$ cat config.mk
export PLATFORM = sky130hd
export DESIGN_NAME = tcp_tx_segmenter_flat
export DESIGN_NICKNAME = d
export VERILOG_FILES = /design/src/rtl/tcp_tx_segmenter_if.sv /design/src/rtl/tcp_tx_segmenter.sv /design/src/flat_wrapper.sv
export SDC_FILE = /design/constraint.sdc
export NUM_CORES = 1
export LEC_CHECK = 0
export ABC_AREA = 1
export BUFFER_PORTS_ARGS = -buffer_cell sky130_fd_sc_hd__buf_2
export CORE_AREA = 2 2 575 577
export CTS_CLUSTER_DIAMETER = 100
export DETAILED_ROUTE_END_ITERATION = 12
export DIE_AREA = 0 0 577 579
export GPL_ROUTABILITY_DRIVEN = 0
export PLACE_DENSITY = 0.31
export SLEW_MARGIN = 40
export SYNTH_ARGS = -nofsm -noshare
export SYNTH_HDL_FRONTEND = slang
export SYNTH_SLANG_ARGS = --single-unit
$ cat constraint.sdc
create_clock -name aclk -period 7.1 [get_ports aclk]
set_input_delay 1.065 -clock aclk [delete_from_list [all_inputs] [get_ports aclk]]
set_output_delay 1.065 -clock aclk [all_outputs]
set_load 0.05 [all_outputs]
$ cat src/rtl/tcp_tx_segmenter_if.sv
// Handshake interfaces for the TCP TX segmenter: a valid/ready sideband
// carrying a flat metadata word, and an AXI4-Stream data channel.
interface meta_if #(
   parameter int WIDTH = 32
) ();
   logic             valid;
   logic             ready;
   logic [WIDTH-1:0] data;

   modport m (output valid, data, input ready);
   modport s (input valid, data, output ready);
endinterface

interface axis_if #(
   parameter int DATA_BITS = 512
) ();
   logic                   tvalid;
   logic                   tready;
   logic [DATA_BITS-1:0]   tdata;
   logic [DATA_BITS/8-1:0] tkeep;
   logic                   tlast;

   modport m (output tvalid, tdata, tkeep, tlast, input tready);
   modport s (input tvalid, tdata, tkeep, tlast, output tready);
endinterface

$ cat src/rtl/tcp_tx_segmenter.sv
// Per-region TCP transmit front-end: splits one user send into MAX_SEG segments,
// retries on "no space" with backoff. Define TCP_TX_SEG_STATS_EN for the counters.
module tcp_tx_segmenter #(
   parameter int DATA_BITS   = 512,
   parameter int MAX_SEG     = 1024,
   parameter int BACKOFF_CYC = 256,
   parameter int MAX_RETRY   = 8
) (
   input  logic        aclk,
   input  logic        aresetn,
   meta_if.s           s_req,
   meta_if.m           m_done,
   meta_if.m           m_tx_meta,
   meta_if.s           s_tx_stat,
   axis_if.s           s_axis_tx,
   axis_if.m           m_axis_tx,
   output logic [31:0] stat_segs,
   output logic [31:0] stat_retries,
   output logic [31:0] stat_drops
);
   localparam int BB     = DATA_BITS / 8;
   localparam int LOG_BB = $clog2(BB);
   localparam int RW     = $clog2(MAX_RETRY + 1);
   localparam int BW     = $clog2(BACKOFF_CYC + 1);

   typedef enum logic [2:0] {IDLE, META, STAT, BACKOFF, DATA, DROP, DONE} state_t;

   state_t          state_reg;
   logic [15:0]     sid_reg;
   logic [31:0]     rem_reg;
   logic [31:0]     sent_reg;
   logic [15:0]     seg_reg;
   logic [RW-1:0]   retry_reg;
   logic [BW-1:0]   backoff_reg;
   logic [31:0]     beats_reg;
   logic [1:0]      status_reg;
   logic            req_ready_reg;
   logic            meta_valid_reg;
   logic            stat_ready_reg;
   logic            done_valid_reg;

   function automatic logic [15:0] min_seg(input logic [31:0] r);
      return (r > 32'(MAX_SEG)) ? 16'(MAX_SEG) : r[15:0];
   endfunction

   logic        in_data, in_drop, last_beat, beat_fire, stat_fire, retry_max;
   logic [1:0]  stat_err;
   logic [31:0] rem_after;
   logic [16:0] seg_round;
   logic [32:0] rem_round;
   logic [BB-1:0] keep_last;
   logic [LOG_BB-1:0] seg_mod;

   assign in_data   = (state_reg == DATA);
   assign in_drop   = (state_reg == DROP);
   assign last_beat = (beats_reg == 32'd1);
   assign beat_fire = s_axis_tx.tvalid & s_axis_tx.tready;
   assign stat_fire = s_tx_stat.valid & stat_ready_reg;
   assign retry_max = (retry_reg == RW'(MAX_RETRY));
   assign rem_after = rem_reg - 32'(seg_reg);
   assign seg_round = {1'b0, seg_reg} + 17'(BB - 1);
   assign rem_round = {1'b0, rem_reg} + 33'(BB - 1);
   assign seg_mod   = seg_reg[LOG_BB-1:0];

   // A status that does not echo the issued segment is as bad as a closed session.
   always_comb begin
      stat_err = s_tx_stat.data[63:62];
      if (s_tx_stat.data[31:16] != seg_reg || s_tx_stat.data[15:0] != sid_reg)
         stat_err = 2'd2;
   end

   genvar gi;
   generate
      for (gi = 0; gi < BB; gi++) begin : g_keep
         assign keep_last[gi] = (seg_mod == '0) || (LOG_BB'(gi) < seg_mod);
      end
   endgenerate

   assign m_axis_tx.tvalid = in_data & s_axis_tx.tvalid;
   assign m_axis_tx.tdata  = s_axis_tx.tdata;
   assign m_axis_tx.tlast  = in_data & last_beat;
   assign m_axis_tx.tkeep  = (in_data & last_beat) ? keep_last : '1;
   assign s_axis_tx.tready = in_data ? m_axis_tx.tready : in_drop;

   assign s_req.ready     = req_ready_reg;
   assign m_tx_meta.valid = meta_valid_reg;
   assign m_tx_meta.data  = {seg_reg, sid_reg};
   assign s_tx_stat.ready = stat_ready_reg;
   assign m_done.valid    = done_valid_reg;
   assign m_done.data     = {status_reg, sent_reg, sid_reg};

   logic unused_bits;
   assign unused_bits = &{1'b0, s_axis_tx.tlast, s_axis_tx.tkeep, s_tx_stat.data[61:32]};

   always_ff @(posedge aclk or negedge aresetn) begin
      if (!aresetn) begin
         state_reg      <= IDLE;
         sid_reg        <= '0;
         rem_reg        <= '0;
         sent_reg       <= '0;
         seg_reg        <= '0;
         retry_reg      <= '0;
         backoff_reg    <= '0;
         beats_reg      <= '0;
         status_reg     <= '0;
         req_ready_reg  <= 1'b1;
         meta_valid_reg <= 1'b0;
         stat_ready_reg <= 1'b0;
         done_valid_reg <= 1'b0;
      end else begin
         case (state_reg)
            IDLE: if (s_req.valid && req_ready_reg) begin
               req_ready_reg <= 1'b0;
               sid_reg       <= s_req.data[15:0];
               rem_reg       <= s_req.data[47:16];
               seg_reg       <= min_seg(s_req.data[47:16]);
               sent_reg      <= '0;
               retry_reg     <= '0;
               status_reg    <= 2'd0;
               if (s_req.data[47:16] == 32'd0) begin
                  done_valid_reg <= 1'b1;
                  state_reg      <= DONE;
               end else begin
                  meta_valid_reg <= 1'b1;
                  state_reg      <= META;
               end
            end
            META: if (m_tx_meta.ready) begin
               meta_valid_reg <= 1'b0;
               stat_ready_reg <= 1'b1;
               state_reg      <= STAT;
            end
            STAT: if (stat_fire) begin
               stat_ready_reg <= 1'b0;
               if (stat_err == 2'd0) begin
                  retry_reg <= '0;
                  beats_reg <= 32'(seg_round[16:LOG_BB]);
                  state_reg <= DATA;
               end else if (stat_err == 2'd1 && !retry_max) begin
                  retry_reg   <= retry_reg + RW'(1);
                  backoff_reg <= BW'(BACKOFF_CYC);
                  state_reg   <= BACKOFF;
               end else begin
                  status_reg <= (stat_err == 2'd1) ? 2'd1 : 2'd2;
                  beats_reg  <= 32'(rem_round[32:LOG_BB]);
                  state_reg  <= DROP;
               end
            end
            BACKOFF: begin
               if (backoff_reg == '0) begin
                  meta_valid_reg <= 1'b1;
                  state_reg      <= META;
               end else begin
                  backoff_reg <= backoff_reg - BW'(1);
               end
            end
            DATA: if (beat_fire) begin
               beats_reg <= beats_reg - 32'd1;
               if (last_beat) begin
                  rem_reg  <= rem_after;
                  sent_reg <= sent_reg + 32'(seg_reg);
                  seg_reg  <= min_seg(rem_after);
                  if (rem_after == 32'd0) begin
                     status_reg     <= 2'd0;
                     done_valid_reg <= 1'b1;
                     state_reg      <= DONE;
                  end else begin
                     meta_valid_reg <= 1'b1;
                     state_reg      <= META;
                  end
               end
            end
            DROP: if (beat_fire) begin
               beats_reg <= beats_reg - 32'd1;
               if (last_beat) begin
                  done_valid_reg <= 1'b1;
                  state_reg      <= DONE;
               end
            end
            DONE: if (m_done.ready) begin
               done_valid_reg <= 1'b0;
               req_ready_reg  <= 1'b1;
               state_reg      <= IDLE;
            end
            default: state_reg <= IDLE;
         endcase
      end
   end

`ifdef TCP_TX_SEG_STATS_EN
   logic [2:0] cnt_inc;
   assign cnt_inc[0] = in_data & beat_fire & last_beat;
   assign cnt_inc[1] = stat_fire & (stat_err == 2'd1) & ~retry_max;
   assign cnt_inc[2] = stat_fire & (stat_err[1] | ((stat_err == 2'd1) & retry_max));

   generate
      for (gi = 0; gi < 3; gi++) begin : g_cnt
         logic [31:0] cnt_reg;
         always_ff @(posedge aclk or negedge aresetn) begin
            if (!aresetn)
               cnt_reg <= '0;
            else if (cnt_inc[gi] && cnt_reg != '1)
               cnt_reg <= cnt_reg + 32'd1;
         end
      end
   endgenerate

   assign stat_segs    = g_cnt[0].cnt_reg;
   assign stat_retries = g_cnt[1].cnt_reg;
   assign stat_drops   = g_cnt[2].cnt_reg;
`else
   assign stat_segs    = '0;
   assign stat_retries = '0;
   assign stat_drops   = '0;
`endif
endmodule

$ cat src/flat_wrapper.sv
// flat-port wrapper written by rule: the top's interface ports become plain ports
module tcp_tx_segmenter_flat 
#(
   parameter int DATA_BITS   = 512,
   parameter int MAX_SEG     = 1024,
   parameter int BACKOFF_CYC = 256,
   parameter int MAX_RETRY   = 8
)
  (aclk, aresetn, stat_segs, stat_retries, stat_drops, s_req_valid, s_req_data, s_req_ready, m_done_valid, m_done_data, m_done_ready, m_tx_meta_valid, m_tx_meta_data, m_tx_meta_ready, s_tx_stat_valid, s_tx_stat_data, s_tx_stat_ready, s_axis_tx_tvalid, s_axis_tx_tdata, s_axis_tx_tkeep, s_axis_tx_tlast, s_axis_tx_tready, m_axis_tx_tvalid, m_axis_tx_tdata, m_axis_tx_tkeep, m_axis_tx_tlast, m_axis_tx_tready);
  meta_if #(.WIDTH(48)) s_req_i ();
  meta_if #(.WIDTH(50)) m_done_i ();
  meta_if #(.WIDTH(32)) m_tx_meta_i ();
  meta_if #(.WIDTH(64)) s_tx_stat_i ();
  axis_if #(.DATA_BITS(DATA_BITS)) s_axis_tx_i ();
  axis_if #(.DATA_BITS(DATA_BITS)) m_axis_tx_i ();
  input  logic aclk;
  input  logic aresetn;
  output logic [31:0] stat_segs;
  output logic [31:0] stat_retries;
  output logic [31:0] stat_drops;
  input wire logic [$bits(s_req_i.valid)-1:0] s_req_valid;
  input wire logic [$bits(s_req_i.data)-1:0] s_req_data;
  output wire logic [$bits(s_req_i.ready)-1:0] s_req_ready;
  output wire logic [$bits(m_done_i.valid)-1:0] m_done_valid;
  output wire logic [$bits(m_done_i.data)-1:0] m_done_data;
  input wire logic [$bits(m_done_i.ready)-1:0] m_done_ready;
  output wire logic [$bits(m_tx_meta_i.valid)-1:0] m_tx_meta_valid;
  output wire logic [$bits(m_tx_meta_i.data)-1:0] m_tx_meta_data;
  input wire logic [$bits(m_tx_meta_i.ready)-1:0] m_tx_meta_ready;
  input wire logic [$bits(s_tx_stat_i.valid)-1:0] s_tx_stat_valid;
  input wire logic [$bits(s_tx_stat_i.data)-1:0] s_tx_stat_data;
  output wire logic [$bits(s_tx_stat_i.ready)-1:0] s_tx_stat_ready;
  input wire logic [$bits(s_axis_tx_i.tvalid)-1:0] s_axis_tx_tvalid;
  input wire logic [$bits(s_axis_tx_i.tdata)-1:0] s_axis_tx_tdata;
  input wire logic [$bits(s_axis_tx_i.tkeep)-1:0] s_axis_tx_tkeep;
  input wire logic [$bits(s_axis_tx_i.tlast)-1:0] s_axis_tx_tlast;
  output wire logic [$bits(s_axis_tx_i.tready)-1:0] s_axis_tx_tready;
  output wire logic [$bits(m_axis_tx_i.tvalid)-1:0] m_axis_tx_tvalid;
  output wire logic [$bits(m_axis_tx_i.tdata)-1:0] m_axis_tx_tdata;
  output wire logic [$bits(m_axis_tx_i.tkeep)-1:0] m_axis_tx_tkeep;
  output wire logic [$bits(m_axis_tx_i.tlast)-1:0] m_axis_tx_tlast;
  input wire logic [$bits(m_axis_tx_i.tready)-1:0] m_axis_tx_tready;
  assign s_req_i.valid = s_req_valid;
  assign s_req_i.data = s_req_data;
  assign s_req_ready = s_req_i.ready;
  assign m_done_valid = m_done_i.valid;
  assign m_done_data = m_done_i.data;
  assign m_done_i.ready = m_done_ready;
  assign m_tx_meta_valid = m_tx_meta_i.valid;
  assign m_tx_meta_data = m_tx_meta_i.data;
  assign m_tx_meta_i.ready = m_tx_meta_ready;
  assign s_tx_stat_i.valid = s_tx_stat_valid;
  assign s_tx_stat_i.data = s_tx_stat_data;
  assign s_tx_stat_ready = s_tx_stat_i.ready;
  assign s_axis_tx_i.tvalid = s_axis_tx_tvalid;
  assign s_axis_tx_i.tdata = s_axis_tx_tdata;
  assign s_axis_tx_i.tkeep = s_axis_tx_tkeep;
  assign s_axis_tx_i.tlast = s_axis_tx_tlast;
  assign s_axis_tx_tready = s_axis_tx_i.tready;
  assign m_axis_tx_tvalid = m_axis_tx_i.tvalid;
  assign m_axis_tx_tdata = m_axis_tx_i.tdata;
  assign m_axis_tx_tkeep = m_axis_tx_i.tkeep;
  assign m_axis_tx_tlast = m_axis_tx_i.tlast;
  assign m_axis_tx_i.tready = m_axis_tx_tready;
  tcp_tx_segmenter #(.DATA_BITS(DATA_BITS), .MAX_SEG(MAX_SEG), .BACKOFF_CYC(BACKOFF_CYC), .MAX_RETRY(MAX_RETRY)) u_core (.aclk(aclk), .aresetn(aresetn), .s_req(s_req_i), .m_done(m_done_i), .m_tx_meta(m_tx_meta_i), .s_tx_stat(s_tx_stat_i), .s_axis_tx(s_axis_tx_i), .m_axis_tx(m_axis_tx_i), .stat_segs(stat_segs), .stat_retries(stat_retries), .stat_drops(stat_drops));
endmodule
After elaboration in Yosys (flattened, before gate mapping). Cells that the tools add are included.

Bits in registers: 150. Input bits: 697. Output and inout port bits: 761. Word-level logic and storage cells: 294.

$add $sub $neg: 7. Magnitude comparators: 66. Eq/ne operators: 31. Mux-type cells: 78. Bitwise operators: 4. Reductions and logical operators: 95.

Operators by type and width (count): $mux W32 (10); $lt A6 B6 Y1 const A (32); $pmux W32 S2 (3); $lt A5 B6 Y1 const A (16); $mux W16 (5); $logic_or A1 B1 Y1 (65); $gt A32 B11 Y1 const B (2); $logic_not A32 Y1 (2); $mux W64 (1); $lt A4 B6 Y1 const A (8); $mux W3 (13); $mux W9 (4); $add A32 B6 Y33 const B (1); $add A32 B16 Y32 (1); $eq A32 B1 Y1 const B (1); $ne A16 B16 Y1 (2); $pmux W16 S2 (1); $sub A32 B1 Y32 const B (1); $sub A32 B16 Y32 (1); $lt A3 B6 Y1 const A (4); $ne A2 B2 Y1 const B (12); $pmux W3 S7 (1); $mux W1 (20); $mux W2 (9); other kinds (36) (66).

Logic depth before layout (Yosys ltp).
Word-level depth: 9. Depth in mapped cells: 23. Depth with buffers taken out: 22.

Least setup slack after synthesis. No wires, ideal clock.

Path kind: reg2out. From: reg u_core.seg_reg[1]. To: out m_axis_tx_tkeep[52]. Data arrival time: 3617 ps. Data required time: 6035 ps. Setup slack: 2418 ps. Cell stages (with the launch flop): 13. Path buffers: 1. Cell sequence: dfrtp_1 > buf_4 > nor2_4 > nand2_1 > nor2_2 > nand2_2 > nand2_4 > inv_2 > nand2_1 > nand2_1 > nor2_1 > inv_1 > a31oi_1.

Longest elaborated chain between the ends: 3. Elaborated cells between the ends (all ways): 4. Those cells by class: order compare (1); mux (1); reduce/logical (2).

Ends and longest elaborated chain: from (decl) (RTL line tcp_tx_segmenter.sv:32) `logic [15:0] seg_reg;`; from (signal assigned) (RTL line tcp_tx_segmenter.sv:116) `seg_reg <= min_seg(s_req.data[47:16]);`; from (signal assigned) (RTL line tcp_tx_segmenter.sv:162) `seg_reg <= min_seg(rem_after);`; $lt A6 B6 Y1 or $logic_not A6 Y1 (tied branches) (RTL line tcp_tx_segmenter.sv:75) `assign keep_last[gi] = (seg_mod == '0) || (LOG_BB'(gi) < seg_mod);`; $logic_or A1 B1 Y1 (*) (RTL line tcp_tx_segmenter.sv:75); $mux W64 (*) (RTL line tcp_tx_segmenter.sv:82) `assign m_axis_tx.tkeep = (in_data & last_beat) ? keep_last : '1;`; to (decl) (RTL line flat_wrapper.sv:40) `output wire logic [$bits(m_axis_tx_i.tkeep)-1:0] m_axis_tx_tkeep;`.

Every way passes the cells marked *; elsewhere a longest branch is shown, timed or not.

Worst setup path after layout.
From: reg u_core.seg_reg[2]. To: out m_axis_tx_tkeep[54].

Same word-level chain as after synthesis.

==> key figures <==
Yosys
  – Most numerous cell in the Yosys netlist: buf_4
  – Syn. warnings: 0
  – Biggest area consumer among synthesized cells: buf_4
  – Largest cells by area after synthesis: buf_4 (27%), dfrtp_1 (21%), nand2_1 (12%)
  – Seq cells post-synth: 150
  – Unique masters post-synth: 63
  – Seq/Total Area, Yosys: 21.1%
  – Netlist Area Pre-Place: 17800 µm²
  – Post-synth top cells: buf_4 (630), nand2_1 (581), nor2_1 (254), inv_1 (234), dfrtp_1 (149)
  – Asr flop ratio synth: 100%
  – Synthesized area per cell: 6.65 µm²
  – EDFF count, synth: 0
  – Cell count after synthesis: 2672
  – Top_reg_cell synth: dfrtp_1
  – Post-synth top area share: 26.6%

Floorplan
  – Die area: 334000 µm²
  – Initial Utilization: 5.41%
  – Core box area: 329000 µm²
  – Die Ht: 579 µm
  – # rows: 211
  – IO Count: 1458
  – Die W: 577 µm

Detailed routing
  – Avg WL per Cell: 20.3 µm
  – Residual DRC: 0
  – Detail Route Antenna Nets: 0
  – Detailed Route Iter0 Violations: 896
  – Avg Vias per Cell: 2.36
  – Routed WL: 137000 µm
  – 1st-pass router iterations: 6
  – Vias post-DR: 16000

Timing
  – Fmax: 204 MHz
  – Setup Skew: 0.0266 ns
  – Final Hold Viols: 0
  – Final setup viols: 0
  – RSZ-0062 raised after global routing: false
  – Tmin final: 4.89 ns
  – TNS Setup: 0 ns
  – Worst-margin pin slew: 0.774 ns
  – Period utilization: 68.9%
  – Slew Limit Fails: 0
  – Relative slew slack: 48.4%

Cells and area
  – Final net count: 3103
  – Share of cells above drive strength 1: 18.0%
  – Final core occ: 6.27%
  – Synth-to-layout area growth: 15.9%

Critical path
  – Worst path cell trace: inv_2 > nand2_1 > nor2_2 > nand2_2 > nand2_4 > inv_2 > nand2_1 > nand2_1 > nor2_1 > inv_1 > a21oi_1 > buf_2
  – Cell mode on critical path: nand2_1
  – Reg2reg end: u_core.status_reg[0]$_DFFE_PN0P_
  – Crit-path max FO: 13
  – Critical Path AT: 3.83 ns
  – WP data required: 6.03 ns
  – CP bufs+invs: 4
  – Max incr delay on CP: 0.61 ns
  – Worst Setup End Kind: output port
  – Worst R2R Setup Slack: 3.04 ns
  – CP startpoint kind: flip-flop
  – CP delay by family, top: simple AND/OR/NAND/NOR gates
  – Reg-to-Reg Start: u_core.seg_reg[13]$_DFFE_PN0P_
  – Crit path max-delay cell type: dfrtp_1
  – Worst reg2reg path depth: 17
  – Critical path type: reg -> out

Flow run
  – Max Cap Viol: 0

Power and ir drop
  – P per Cell Area: 368 nW/µm²
  – Comb power frac: 64.7%
  – Worst-case vdd ir drop: 0.208 mV
  – Psw: 0.00468 W
  – Int Power: 0.00290 W
  – Clock network power share: 13.2%
  – Switching Share: 61.7%
  – Leakage Power: 7.97 nW
  – Sequential share of power: 22.1%

Global route
  – First-pass GRT wire length: 171000 µm
  – Largest net degree at the start of global routing: 62
  – GR Util All Layers: 7.95%
  – Initial antenna violation count: 40
  – Global route total overflow: 0
  – Vias in the first global route: 15600

Clock network
  – PostCTS Resize Cnt: 0
  – Clock latency on the worst-skew pair: 0.54 ns
  – CTS tree: built
  – Htree depth: 4
  – Post-CTS Setup Repair Bufs: 0
  – Clock tree sinks: 150
  – Clock Path Buffers: 2
  – Clock root buffer: clkbuf_16
  – # hold bufs at CTS: 0
  – Total CTS buffers: 17
  – Register clock-pin slew on the reported worst setup and hold paths: 0.07 ns

Placed design
  – Detailed-placement wirelength estimate: 119000 µm
  – Port Buffers: 241

Min path
  – HP Class: reg -> reg
  – HP Start: u_core.status_reg[1]$_DFFE_PN0P_
  – Worst hold path depth: 2
  – Hold worst-path end: u_core.status_reg[1]$_DFFE_PN0P_

Status
  – Run status: complete, no violations
[cells in the final DEF, fill, tap and decap left out, types with 4 or more instances in the layout]
cell type	netlist	layout
nand3b_1	5	5
nand3_1	129	128
nand2_4	4	4
inv_8	0	4
and2_1	4	4
buf_4	630	13
ha_1	37	37
inv_6	1	6
a31oi_1	26	25
nor3_2	8	8
nand2_2	22	22
o21ai_1	23	22
nor2_1	254	252
clkbuf_16	0	17
or2_2	5	5
inv_1	234	233
nor3_1	42	42
o22ai_1	22	22
o31ai_1	9	9
xor2_1	42	42
xnor2_1	17	14
nor2_2	23	24
o21ai_2	19	20
dfrtp_1	149	148
diode_2	0	8
inv_2	23	24
buf_2	14	240
conb_1	2	97
o21ai_0	112	112
nand2_1	581	581
nand4_1	45	45
a21oi_1	87	87
nor4_1	19	18
nor2_4	7	8
[stage by stage]
step / hold slack [ns] / cell area [µm²] / worst slack, ns / total power (W) / std cells
after detailed placement: 0.461 / 20000 / 2.74 / 0.00673 / 6713
after floorplan: 0.476 / 18100 / 2.42 / 0.00583 / 2767
after global placement: 0.463 / 19900 / 1.76 / 0.00676 / 6712
after CTS: 0.480 / 20600 / 2.12 / 0.00780 / 6745
after global routing: 0.501 / 20600 / 2.00 / 0.00833 / 6751
final: 0.472 / 20600 / 2.21 / 0.00758 / 6754
[routing by layer]
layer / up-vias / GRT usage (%) / routed length [µm]
met5: - / 0.0142 / 63
met2: 986 / 13.8 / 66300
met1: 7253 / 6.21 / 37600
met4: 10 / 6.33 / 12200
li1: 7227 / - / -
met3: 489 / 5.28 / 21000
[worst register-to-register path, cell delays in order, from the launching register on]
cell and delay (ns):
dfrtp_1 0.81, inv_1 0.32, ha_1 0.48, nand2_1 0.10, nor2_1 0.31, inv_1 0.11
nor3_1 0.16, nand2_1 0.20, nand4_1 0.15, nand2_1 0.09, nor2_1 0.11, nand2_1 0.07
nor2_1 0.27, nand3_1 0.32, nand2_2 0.23, nand3_1 0.12, nand2_1 0.08, nand2_1 0.05
[layout make-up]
type	count	area, µm²
fill	39100	308000
multi-input combinational	1677	8420
tap	4366	5460
sequential	150	3760
timing repair buffer	257	1350
inverter	264	1010
clock buffer	19	443
clock inverter	13	130
antenna	8	20.0
[power by group through the flow]
stage	clock [W]	sequential [W]	combinational, W
2_1_floorplan	0	0.00186	0.00397
3_3_place_gp	0	0.00171	0.00505
3_5_place_dp	0	0.00171	0.00502
4_1_cts	0.00106	0.00170	0.00504
5_1_grt	0.00109	0.00173	0.00550
6_report	0.00100	0.00168	0.00491
[cell families after synthesis]
group / share of synthesized area [%]
xor gates and xnor gates: 2.91
adders and majority gates: 2.83
other: 0.0423
buffers and inverters: 33.8
AOI/OAI and AO/OA: 10.4
and+or+nand+nor: 28.9
DFF: 21.1
[worst max-delay path by stage]
stage                             startpoint                                 to  slack, ns  depth (start not counted)
2_1_floorplan  u_core.seg_reg[1]$_DFFE_PN0P_                m_axis_tx_tkeep[52]       2.42                         12
3_3_place_gp              s_tx_stat_data[20]  u_core.backoff_reg[1]$_DFFE_PN0P_       1.76                          9
3_5_place_dp                     s_req_valid      u_core.rem_reg[9]$_DFFE_PN0P_       2.74                         10
4_1_cts        u_core.seg_reg[2]$_DFFE_PN0P_                m_axis_tx_tkeep[54]       2.12                         12
5_1_grt        u_core.seg_reg[2]$_DFFE_PN0P_                m_axis_tx_tkeep[54]       2.00                         12
6_report       u_core.seg_reg[2]$_DFFE_PN0P_                m_axis_tx_tkeep[54]       2.21                         12
Note: power is estimated with default switching activity, not from simulation.
